File: config.mk
export PLATFORM = sky130hd
export DESIGN_NAME = kclmul32_seq
export DESIGN_NICKNAME = d
export VERILOG_FILES = /design/src/rtl/kclmul32_seq.sv
export SDC_FILE = /design/constraint.sdc
export NUM_CORES = 1
export LEC_CHECK = 0
export ABC_AREA = 1
export CAP_MARGIN = 10
export CORE_MARGIN = 5
export CORE_UTILIZATION = 34
export CTS_CLUSTER_DIAMETER = 150
export DETAILED_ROUTE_END_ITERATION = 12
export GPL_TIMING_DRIVEN = 0
export PLACE_DENSITY = 0.51
export SKIP_CTS_REPAIR_TIMING = 1
export SLEW_MARGIN = 20
export SYNTH_ARGS = -nofsm -noshare
export SYNTH_HDL_FRONTEND = slang
export SYNTH_HIERARCHICAL = 1
export SYNTH_SLANG_ARGS = --single-unit
File: constraint.sdc
create_clock -name clk -period 1.6 [get_ports clk]
set_input_delay 0.48 -clock clk [delete_from_list [all_inputs] [get_ports clk]]
set_output_delay 0.48 -clock clk [all_outputs]
set_load 0.005 [all_outputs]
File: src/rtl/kclmul32_seq.sv
// 32x32 -> 64-bit carryless multiplier, Karatsuba halves through one shared kclmul16.
// Latency: 5 cycles from the accept edge to out_valid; one operand pair in flight.
// Backpressure: result held in DONE while out_ready is low; in_ready low until handshake.

// 16x16 -> 32-bit carryless multiplier with unconditional input registers.
module kclmul16 (
  input  logic        clk,
  input  logic [15:0] a_i,
  input  logic [15:0] b_i,
  output logic [31:0] p_o
);

  logic [15:0] a_q;
  logic [15:0] b_q;

  // Operand registers; the product of what was driven appears the next cycle.
  always_ff @(posedge clk) begin
    a_q <= a_i;
    b_q <= b_i;
  end

  // Shift-and-XOR product of the registered operands.
  always_comb begin
    logic [31:0] acc;
    acc = '0;
    for (int i = 0; i < 16; i++) begin
      if (b_q[i]) begin
        acc = acc ^ ({16'b0, a_q} << i);
      end
    end
    p_o = acc;
  end

endmodule

module kclmul32_seq #(
  parameter int CNT_W = 16
) (
  input  logic             clk,
  input  logic             rst,
  input  logic             in_valid,
  output logic             in_ready,
  input  logic [31:0]      x,
  input  logic [31:0]      y,
  output logic             out_valid,
  input  logic             out_ready,
  output logic [63:0]      z,
  output logic             busy,
  output logic [CNT_W-1:0] op_count
);

  typedef enum logic [2:0] {
    IDLE    = 3'd0,
    ISS_LO  = 3'd1,
    ISS_HI  = 3'd2,
    ISS_MID = 3'd3,
    CAP_MID = 3'd4,
    DONE    = 3'd5
  } state_t;

  state_t            state_q;
  state_t            state_d;

  logic [31:0]       xr_q;
  logic [31:0]       yr_q;
  logic [31:0]       p_lo_q;
  logic [31:0]       p_hi_q;
  logic [63:0]       z_q;
  logic [63:0]       z_d;
  logic              out_valid_q;
  logic [CNT_W-1:0]  op_count_q;

  logic [15:0]       xl, xh, xm;
  logic [15:0]       yl, yh, ym;
  logic [15:0]       mul_a;
  logic [15:0]       mul_b;
  logic [31:0]       mul_p;
  logic              accept;
  logic              deliver;

  assign xl = xr_q[15:0];
  assign xh = xr_q[31:16];
  assign xm = xl ^ xh;
  assign yl = yr_q[15:0];
  assign yh = yr_q[31:16];
  assign ym = yl ^ yh;

  kclmul16 u_mul (
    .clk (clk),
    .a_i (mul_a),
    .b_i (mul_b),
    .p_o (mul_p)
  );

  // State register; reset wins over any handshake in the same cycle.
  always_ff @(posedge clk) begin
    if (rst) begin
      state_q <= IDLE;
    end else begin
      state_q <= state_d;
    end
  end

  // Next-state: fixed issue sequence, then wait in DONE for the consumer.
  always_comb begin
    state_d = state_q;
    case (state_q)
      IDLE:    if (in_valid) state_d = ISS_LO;
      ISS_LO:  state_d = ISS_HI;
      ISS_HI:  state_d = ISS_MID;
      ISS_MID: state_d = CAP_MID;
      CAP_MID: state_d = DONE;
      DONE: begin
        if (out_ready) begin
          state_d = in_valid ? ISS_LO : IDLE;
        end
      end
      default: state_d = IDLE;
    endcase
  end

  // Outputs from state: ready/busy flags and the shared multiplier operand mux.
  always_comb begin
    in_ready = 1'b0;
    busy     = 1'b1;
    mul_a    = '0;
    mul_b    = '0;
    case (state_q)
      IDLE: begin
        in_ready = 1'b1;
        busy     = 1'b0;
      end
      ISS_LO: begin
        mul_a = xl;
        mul_b = yl;
      end
      ISS_HI: begin
        mul_a = xh;
        mul_b = yh;
      end
      ISS_MID: begin
        mul_a = xm;
        mul_b = ym;
      end
      DONE:    in_ready = out_ready;
      default: ;
    endcase
  end

  assign accept  = in_valid & in_ready;
  assign deliver = out_valid_q & out_ready;

  // Karatsuba recombination; in CAP_MID the multiplier output is the mid product.
  always_comb begin
    z_d = {p_hi_q, p_lo_q} ^ {16'b0, (p_lo_q ^ p_hi_q ^ mul_p), 16'b0};
  end

  // Datapath: operand capture, partial-product capture, result and counter.
  always_ff @(posedge clk) begin
    if (rst) begin
      xr_q        <= '0;
      yr_q        <= '0;
      p_lo_q      <= '0;
      p_hi_q      <= '0;
      z_q         <= '0;
      out_valid_q <= 1'b0;
      op_count_q  <= '0;
    end else begin
      if (accept) begin
        xr_q <= x;
        yr_q <= y;
      end
      if (state_q == ISS_HI) begin
        p_lo_q <= mul_p;
      end
      if (state_q == ISS_MID) begin
        p_hi_q <= mul_p;
      end
      if (state_q == CAP_MID) begin
        z_q         <= z_d;
        out_valid_q <= 1'b1;
      end
      if (deliver) begin
        out_valid_q <= 1'b0;
        op_count_q  <= op_count_q + CNT_W'(1);
      end
    end
  end

  assign out_valid = out_valid_q;
  assign z         = z_q;
  assign op_count  = op_count_q;

endmodule

==> results.rst, run 1 <==
.. list-table::
   :header-rows: 1

   * - Metric
     - Value
   * - Result of the run
     - complete, but fails checks
   * - Violations in the final reports
     - setup timing
   * - Reg-to-reg setup timing slack
     - -470 ps
   * - Largest family of logic cells by synthesized area
     - simple AND/OR/NAND/NOR gates
   * - Number of iterations in the first detailed-routing pass
     - 6
   * - Source-to-sink clock delay at the later pin of the worst-skew pair
     - between 500 and 600 ps
   * - Net count of the mapped netlist
     - about 2.4k
   * - Shortest clock period the worst path allows after layout
     - just over 2000 ps
   * - Actual transition at the worst max-transition pin
     - 698 ps
   * - Die Footprint
     - a little under 50000 sq um
   * - Global router's overall resource usage
     - 19.8%
   * - Total count of hold-check failures in the final report
     - 0
   * - Count of input and output buffers
     - around 150
   * - Kind of critical path
     - register to register
   * - Standard cell area after detailed placement
     - about 18000 sq um
   * - Peak clock frequency supported by timing
     - around 480 MHz
   * - Starting density of the core
     - between 30% and 40%
   * - Mapped cell area
     - about 15000 sq um
   * - Standby leakage power
     - roughly 12 nW
   * - CP arrival
     - between 2000 and 3000 ps
   * - Simple-gate area share of the yosys netlist
     - 33.6%
   * - Via count of the first global-routing pass
     - around 14k
   * - Cell count after synthesis
     - between 2k and 2.5k
   * - Critical path fanouts, max
     - 6
   * - Unique cell type count in the Yosys netlist
     - 36
   * - Adder-cell area share of the yosys netlist
     - 0.0821%
   * - Yosys top cell area share
     - approximately a third
   * - Routability congestion estimate from global placement
     - around 0.85
   * - Final #Nets
     - 2734
   * - Total power density per cell area
     - 898 nW/um^2
   * - Fill cell instance count of the final layout
     - 4281
   * - Critical path endpoint category
     - register
   * - Yosys top cell by area
     - sky130_fd_sc_hd__dfxtp_1
   * - CTS tree
     - done
   * - Routed via count divided by cell count
     - between 4 and 5
   * - Category of the worst setup path launch point
     - register
   * - Initial antenna violation count
     - 0
   * - Max cap viols
     - 0
   * - Growth of design area from synthesis to finish
     - 48.3%
   * - Mean instance size in the synthesized netlist
     - 6.50 sq um
   * - Xor and xnor area share after synthesis
     - 14.3%
   * - Routed Wire Length
     - 55500 microns
   * - Number of top-level pins
     - about 150
   * - Worst-case headroom to the max-slew limit
     - a little over half
   * - WP data required
     - ~2100 ps
   * - Number of warnings reported in the yosys synthesis log
     - 6
   * - Type of the most critical hold path
     - input pin to register
   * - Reg clk slew, reported paths
     - ~60 ps
   * - Post-route worst setup slack
     - -466 ps
   * - CTS Buffer Depth
     - 3
   * - Sum of overflow across all layers after global routing
     - 0
   * - Vertical die dimension
     - around 220 microns
   * - Number of cell rows
     - 77
   * - Fraction of the mapped netlist area in compound gates
     - slightly above 8%
   * - Design Area, Final
     - around 23000 sq um
   * - Horizontal die dimension
     - approximately 220 microns
   * - Worst IR Drop VDD
     - between 0.0007 and 0.0008 V
   * - Number of levels in the clock H-tree
     - 1
   * - Setup repair after global routing missed its margin
     - yes
   * - Final setup viols
     - 87
   * - Total power
     - between 20 and 25 mW
   * - Iteration-0 DRC count of the detailed router
     - roughly 1.2k
   * - Total core area
     - between 40000 and 50000 sq um
   * - Share of post-route cells with drive strength above 1
     - between 20% and 30%
   * - Register area share after synthesis
     - between 30% and 40%
   * - Share of synthesized area spent on multiplexers
     - 0%
   * - Biggest area contributors in the synthesized netlist
     - sky130_fd_sc_hd__dfxtp_1 32%, sky130_fd_sc_hd__nand2_1 17%, sky130_fd_sc_hd__nor2_1 12%, sky130_fd_sc_hd__o21ai_0 6.6%, sky130_fd_sc_hd__xnor2_1 6.4%
   * - Global-route wire length before repair
     - a little under 80000 microns
   * - Routed len/inst
     - about 17 microns
   * - Total clock buffers created by CTS
     - 29
   * - Number of nets with antenna violations after routing
     - 0
   * - Final period util
     - 129%
   * - Post-detailed-placement half-perimeter wirelength
     - 37200 microns
   * - Via total after detailed routing
     - 15.5k
   * - Number of remaining DRC errors
     - 0
   * - Number of flip-flops and latches in the synthesized netlist
     - around 240
   * - Number of clock sinks seen by CTS
     - 244
   * - Fin Clk Skew
     - roughly 13 ps
   * - Pins Over Slew Limit
     - 0
   * - Clock tree root driver cell
     - sky130_fd_sc_hd__clkbuf_16
   * - Largest net degree at the start of global routing
     - 14
## final timing paths
path	to	startpoint	depth (start not counted)
worst max-delay path	z[27]	u_mul/b_q[2]	15
worst min-delay path	z[20]	rst	4
worst max register to register	z[27]	u_mul/b_q[2]	15
worst min register to register	u_mul/a_q[7]	xr_q[7]	2
## cell families after synthesis
logic type / after synthesis
other: 1
adders and majority gates: 1
AOI/OAI and AO/OA: 245
xor gates and xnor gates: 225
DFF: 244
buffers and inverters: 348
and+or+nand+nor: 1281
## metrics by stage
step | worst slack (ps) | cells | TNS (ps) | hold WS (ps) | util, %
6_report | -466 | 3280 | -20450 | 366 | 51.1
2_1_floorplan | -143 | 2345 | -2140 | 428 | -
4_1_cts | -944 | 3139 | -67280 | 339 | 42.4
3_5_place_dp | -925 | 3086 | -95300 | 446 | 40.0
3_3_place_gp | -944 | 3086 | -95980 | 440 | 40.0
5_1_grt | -597 | 3279 | -29720 | 360 | 51.1
## Yosys cell counts
library cell	number
sky130_fd_sc_hd__xor2_2	7
sky130_fd_sc_hd__buf_2	35
sky130_fd_sc_hd__nand2_8	1
sky130_fd_sc_hd__buf_1	5
sky130_fd_sc_hd__nor3_2	1
sky130_fd_sc_hd__xor2_1	92
sky130_fd_sc_hd__nand2_4	10
sky130_fd_sc_hd__ha_1	1
sky130_fd_sc_hd__nand3_1	57
sky130_fd_sc_hd__nand2b_1	5
sky130_fd_sc_hd__a211oi_1	1
sky130_fd_sc_hd__buf_6	37
sky130_fd_sc_hd__xor2_4	2
sky130_fd_sc_hd__conb_1	1
sky130_fd_sc_hd__buf_12	1
sky130_fd_sc_hd__clkbuf_1	35
sky130_fd_sc_hd__a21oi_1	40
sky130_fd_sc_hd__nor2_1	472
sky130_fd_sc_hd__buf_8	6
sky130_fd_sc_hd__nand2_1	683
sky130_fd_sc_hd__buf_4	23
sky130_fd_sc_hd__a31oi_1	1
sky130_fd_sc_hd__inv_2	2
sky130_fd_sc_hd__xnor3_1	2
sky130_fd_sc_hd__or2_1	5
sky130_fd_sc_hd__xnor2_2	9
sky130_fd_sc_hd__xnor2_1	112
sky130_fd_sc_hd__o21bai_1	1
sky130_fd_sc_hd__nand4_1	7
sky130_fd_sc_hd__inv_1	204
sky130_fd_sc_hd__dfxtp_1	244
sky130_fd_sc_hd__nand3b_1	6
sky130_fd_sc_hd__o21ai_0	202
sky130_fd_sc_hd__xnor2_4	1
sky130_fd_sc_hd__nor3_1	2
sky130_fd_sc_hd__nand2_2	32
## cell type report
type,instances,area [sq um],area share (%)
Multi-Input combinational cell,1753,10200,45.0
Sequential cell,244,5000,22.1
Timing Repair Buffer,289,3360,14.9
Buffer,142,1500,6.62
Clock buffer,36,812,3.60
Inverter,206,773,3.42
Tap cell,592,741,3.28
Clock inverter,17,249,1.10
Antenna cell,1,2.50,0.0111
## power by group
group          total (mW)  internal (mW)  switching (mW)
combinational        6.02           2.70            3.32
clock                7.26           4.55            2.71
sequential           6.99           6.60           0.397
## critical path, cell delays in order (launching register included)
cell and delay (ps):
sky130_fd_sc_hd__dfxtp_4 360, sky130_fd_sc_hd__buf_8 150, sky130_fd_sc_hd__buf_12 140, sky130_fd_sc_hd__buf_6 110, sky130_fd_sc_hd__nand2_4 50, sky130_fd_sc_hd__xor2_1 150, sky130_fd_sc_hd__nand2_1 90, sky130_fd_sc_hd__nand3_1 120
sky130_fd_sc_hd__nand2_2 90, sky130_fd_sc_hd__nand2_2 80, sky130_fd_sc_hd__inv_2 40, sky130_fd_sc_hd__nor2_4 170, sky130_fd_sc_hd__xor2_2 160, sky130_fd_sc_hd__nor2_1 50, sky130_fd_sc_hd__o21ai_1 140, sky130_fd_sc_hd__inv_1 40
## routing by layer
metal,routed length [microns],GRT usage (%),vias up
li1,-,-,7732
met1,25100,27.1,7272
met2,25800,33.1,424
met3,2960,2.61,91
met4,1630,4.91,0
met5,0,0,-
## sequential cells by signal, summed over array words and instances, names as in the netlist
name and cells:
u_mul/a_q 16, out_valid 1, p_hi_q 32, xr_q 32, u_mul/b_q 16, z 64
yr_q 32, op_count 16, p_lo_q 32, state_q 3
## placed cells by master, fill, tap and decap left out, types with 15 or more instances in the layout
cell type,n
sky130_fd_sc_hd__o21ai_0,169
sky130_fd_sc_hd__dlymetal6s2s_1,80
sky130_fd_sc_hd__clkbuf_16,44
sky130_fd_sc_hd__o21ai_1,31
sky130_fd_sc_hd__nand2_4,62
sky130_fd_sc_hd__nand2_2,100
sky130_fd_sc_hd__clkbuf_2,20
sky130_fd_sc_hd__dfxtp_1,188
sky130_fd_sc_hd__buf_4,70
sky130_fd_sc_hd__clkbuf_1,15
sky130_fd_sc_hd__buf_2,23
sky130_fd_sc_hd__buf_8,27
sky130_fd_sc_hd__xnor2_2,46
sky130_fd_sc_hd__dfxtp_2,39
sky130_fd_sc_hd__a21oi_1,40
sky130_fd_sc_hd__nand2_1,561
sky130_fd_sc_hd__dfxtp_4,17
sky130_fd_sc_hd__nor2_2,32
sky130_fd_sc_hd__nand3_1,43
sky130_fd_sc_hd__xor2_1,63
sky130_fd_sc_hd__clkdlybuf4s50_1,65
sky130_fd_sc_hd__inv_2,18
sky130_fd_sc_hd__xnor2_1,67
sky130_fd_sc_hd__inv_1,188
sky130_fd_sc_hd__nor2_1,421
sky130_fd_sc_hd__nor2_4,19
sky130_fd_sc_hd__buf_6,60
sky130_fd_sc_hd__xor2_2,30
sky130_fd_sc_hd__buf_12,43
(Power assumes the default switching activity.)
==> run 2: changes to the inputs <==
Settings changed: CAP_MARGIN 10 to 30.
==> results of run 2 <==
Same layout as run 1: the final DEF is identical, and so are final timing and power.
==> run 3: changes to the inputs <==
Settings changed: CORE_MARGIN 5 to 2.
==> run 3 against run 2 <==
Net effect: the run still ends with setup timing left; maximum frequency grew 1.8%; worst setup slack gained 36 ps; sequential share of layout area grew 0.70 points; critical path depth shrank 1; first-iteration DRC count shrank 4.5%; via count shrank 0.35%; final area shrank 2.5%; largest power group is now sequential cells.
==> results.rst, run 3 (synthesis results as in run 1) <==
.. list-table::
   :header-rows: 1

   * - Metric
     - Value
   * - Worst IR Drop VDD
     - 0.000883 V (was 0.000780 V)
   * - Peak clock frequency supported by timing
     - 493 MHz (was 484 MHz)
   * - Shortest clock period the worst path allows after layout
     - 2030 ps (was 2070 ps)
   * - Total clock buffers created by CTS
     - 28 (was 29)
   * - Via total after detailed routing
     - 15.5k (about the same)
   * - Number of iterations in the first detailed-routing pass
     - 6 (unchanged)
   * - Number of levels in the clock H-tree
     - 1 (unchanged)
   * - Initial antenna violation count
     - 0 (unchanged)
   * - Routed Wire Length
     - 55200 microns (was 55500 microns)
   * - Reg clk slew, reported paths
     - 60 ps (about the same)
   * - Met1 track demand over resource
     - 28.9% (was 27.1%)
   * - Number of nets with antenna violations after routing
     - 0 (unchanged)
   * - Final #Nets
     - 2713 (was 2734)
   * - Power Internal
     - 13.4 mW (was 13.8 mW)
   * - Standard cell area after detailed placement
     - 17700 sq um (unchanged)
   * - Source-to-sink clock delay at the later pin of the worst-skew pair
     - 580 ps (was 560 ps)
   * - Diodes inserted
     - 0 (was 1)
   * - Total count of hold-check failures in the final report
     - 0 (unchanged)
   * - Core occupancy in the finished layout
     - 49.8% (was 51.1%)
   * - Horizontal die dimension
     - 216 microns (was 222 microns)
   * - Via count of the first global-routing pass
     - 13.6k (was 14.0k)
   * - Largest net degree at the start of global routing
     - 16 (was 14)
   * - Result of the run
     - complete, but fails checks (unchanged)
   * - Post-detailed-placement half-perimeter wirelength
     - 36700 microns (was 37200 microns)
   * - WP data required
     - 2070 ps (was 2050 ps)
   * - Clock tree root driver cell
     - sky130_fd_sc_hd__clkbuf_16 (unchanged)
   * - Share of post-route cells with drive strength above 1
     - 24.9% (was 26.9%)
   * - Iteration-0 DRC count of the detailed router
     - 1101 (was 1153)
   * - Critical path endpoint category
     - register (unchanged)
   * - Routing layer with the top usage in global route
     - met2 (unchanged)
   * - Routability congestion estimate from global placement
     - 0.832 (was 0.847)
   * - Worst-case headroom to the max-slew limit
     - 45.1% (was 53.5%)
   * - Fin Clk Skew
     - 29.6 ps (was 12.5 ps)
   * - Switch share
     - 32.1% (was 31.7%)
   * - CTS tree
     - done (unchanged)
   * - Max cap viols
     - 0 (unchanged)
   * - Number of clock sinks seen by CTS
     - 244 (unchanged)
   * - Global-route wire length before repair
     - 76700 microns (was 78300 microns)
   * - CP cell instances
     - buf_8, buf_12, nand2_4, xnor2_1, nand2_1, nand2_1, nand3_1, nand2_2, nor2_2, nor2_4, xor2_2, nor2_1, o21ai_1, inv_1 (was buf_8, buf_12, buf_6, nand2_4, xor2_1, nand2_1, nand3_1, nand2_2, nand2_2, inv_2, nor2_4, xor2_2, nor2_1, o21ai_1, inv_1)
   * - Vertical die dimension
     - 216 microns (was 222 microns)
   * - Leading cell type in the layout, fill and taps excluded
     - sky130_fd_sc_hd__nand2_1 (unchanged)
   * - Growth of design area from synthesis to finish
     - 44.5% (was 48.3%)
   * - Sequential cell fraction of total power
     - 35.6% (was 34.5%)
   * - Total core area
     - 44200 sq um (unchanged)
   * - Violations in the final reports
     - setup timing (unchanged)
   * - Category of the worst setup path launch point
     - register (unchanged)
   * - Highest-delay cell along the critical path
     - sky130_fd_sc_hd__dfxtp_4 (unchanged)
   * - CTS Buffer Depth
     - 3 (unchanged)
   * - Starting density of the core
     - 34.4% (unchanged)
   * - Total power
     - 19.7 mW (was 20.3 mW)
   * - Routed via count divided by cell count
     - 4.75 (was 4.73)
   * - Critical path fanouts, max
     - 5 (was 6)
   * - Global router's overall resource usage
     - 20.9% (was 19.8%)
   * - Clock Power Share
     - 35.3% (was 35.8%)
   * - Total power density per cell area
     - 896 nW/um^2 (was 898 nW/um^2)
   * - Comb pwr share
     - 29.1% (was 29.7%)
   * - Sum of overflow across all layers after global routing
     - 0 (unchanged)
   * - Kind of critical path
     - register to register (unchanged)
   * - Met2 usage
     - 34.8% (was 33.1%)
   * - Pins Over Slew Limit
     - 0 (unchanged)
   * - Highest-count cells in the layout ignoring fill and taps
     - 588 x sky130_fd_sc_hd__nand2_1, 425 x sky130_fd_sc_hd__nor2_1, 191 x sky130_fd_sc_hd__inv_1, 177 x sky130_fd_sc_hd__dfxtp_1, 156 x sky130_fd_sc_hd__o21ai_0 (was 561 x sky130_fd_sc_hd__nand2_1, 421 x sky130_fd_sc_hd__nor2_1, 188 x sky130_fd_sc_hd__inv_1, 188 x sky130_fd_sc_hd__dfxtp_1, 169 x sky130_fd_sc_hd__o21ai_0)
   * - Type of the most critical hold path
     - input pin to register (unchanged)
   * - Actual transition at the worst max-transition pin
     - 824 ps (was 698 ps)
   * - Number of flip-flops in the largest register
     - 64 (unchanged)
   * - Delay contributed by the slowest stage of the critical path
     - 380 ps (was 360 ps)
   * - CP arrival
     - 2500 ps (was 2510 ps)
   * - Switching power total
     - 6.33 mW (was 6.43 mW)
   * - Routed len/inst
     - 16.9 microns (about the same)
   * - CP most frequent cell
     - sky130_fd_sc_hd__nand2_1 (was sky130_fd_sc_hd__nand2_2)
   * - Count of input and output buffers
     - 149 (unchanged)
   * - Die Footprint
     - 46500 sq um (was 49100 sq um)
   * - Number of remaining DRC errors
     - 0 (unchanged)
   * - Number of cell rows
     - 77 (unchanged)
   * - Post-route worst setup slack
     - -430 ps (was -466 ps)
   * - Met3 track demand over resource
     - 2.34% (was 2.61%)
   * - Setup repair after global routing missed its margin
     - yes (unchanged)
   * - Design Area, Final
     - 22000 sq um (was 22600 sq um)
   * - Final setup viols
     - 83 (was 87)
   * - Final period util
     - 127% (was 129%)
   * - Number of top-level pins
     - 151 (unchanged)
   * - Standby leakage power
     - 11.7 nW (was 12.0 nW)
run 3: changes by cell type in the layout (fill, tap and decap cells not counted), sizes merged:
cell	before	now
buf	227	200
bufinv	6	4
clkbuf	95	110
clkinv	7	5
clkinvlp	4	1
diode	1	0
dlymetal6s2s	80	78
run 3: critical path: cells and delay by family, from the launching register on:
family / cells / cell delay, ps
AO/OA/AOI/OAI: 1 / 150
XOR/XNOR: 2 / 370
buffers and inverters: 3 / 350
flip-flops: 1 / 380
AND/OR/NAND/NOR: 8 / 690
run 3: metal layers:
layer / up-vias / part of all wire [%]
li1: 7699 / -
met1: 7160 / 45
met2: 498 / 46
met3: 108 / 6.4
met4: 0 / 3.1
met5: - / 0
run 3: path summary, 6_finish.rpt:
check / startpoint / end / slack (ps) / cells after the start
worst min register to register: op_count[4] / op_count[4] / 450 / 1
worst max register to register: u_mul/b_q[8] / z[27] / -430 / 14
worst max-delay path: u_mul/b_q[8] / z[27] / -430 / 14
worst min-delay path: rst / z[17] / 330 / 4
run 3: layout make-up:
class	count	area, sq um
repair buffers	269	3040
multi-input cells	1753	9920
plain buffers	142	1490
inverters	206	778
flip-flops and latches	244	5020
clock buffers	42	843
fillers	4334	22200
clock inverters	10	178
well taps	592	741
run 3: power by group through the flow:
stage / clock [mW] / sequential [mW] / combinational [mW]
finish: 6.97 / 7.02 / 5.75
floorplan: 0 / 6.98 / 2.84
global route: 7.33 / 7.07 / 6.19
global placement: 0 / 7.05 / 4.23
CTS: 7.10 / 6.93 / 4.28
detailed placement: 0 / 7.06 / 4.26
run 3: per-stage QoR:
stage               setup TNS, ps  hold WS (ps)  std cells  setup slack (ps)
finish                     -17620           328       3258              -430
detailed placement        -100730           452       3086              -952
CTS                        -67410           310       3138              -963
floorplan                   -2140           428       2345              -143
global route               -25330           337       3258              -559
global placement           -95400           443       3086              -967
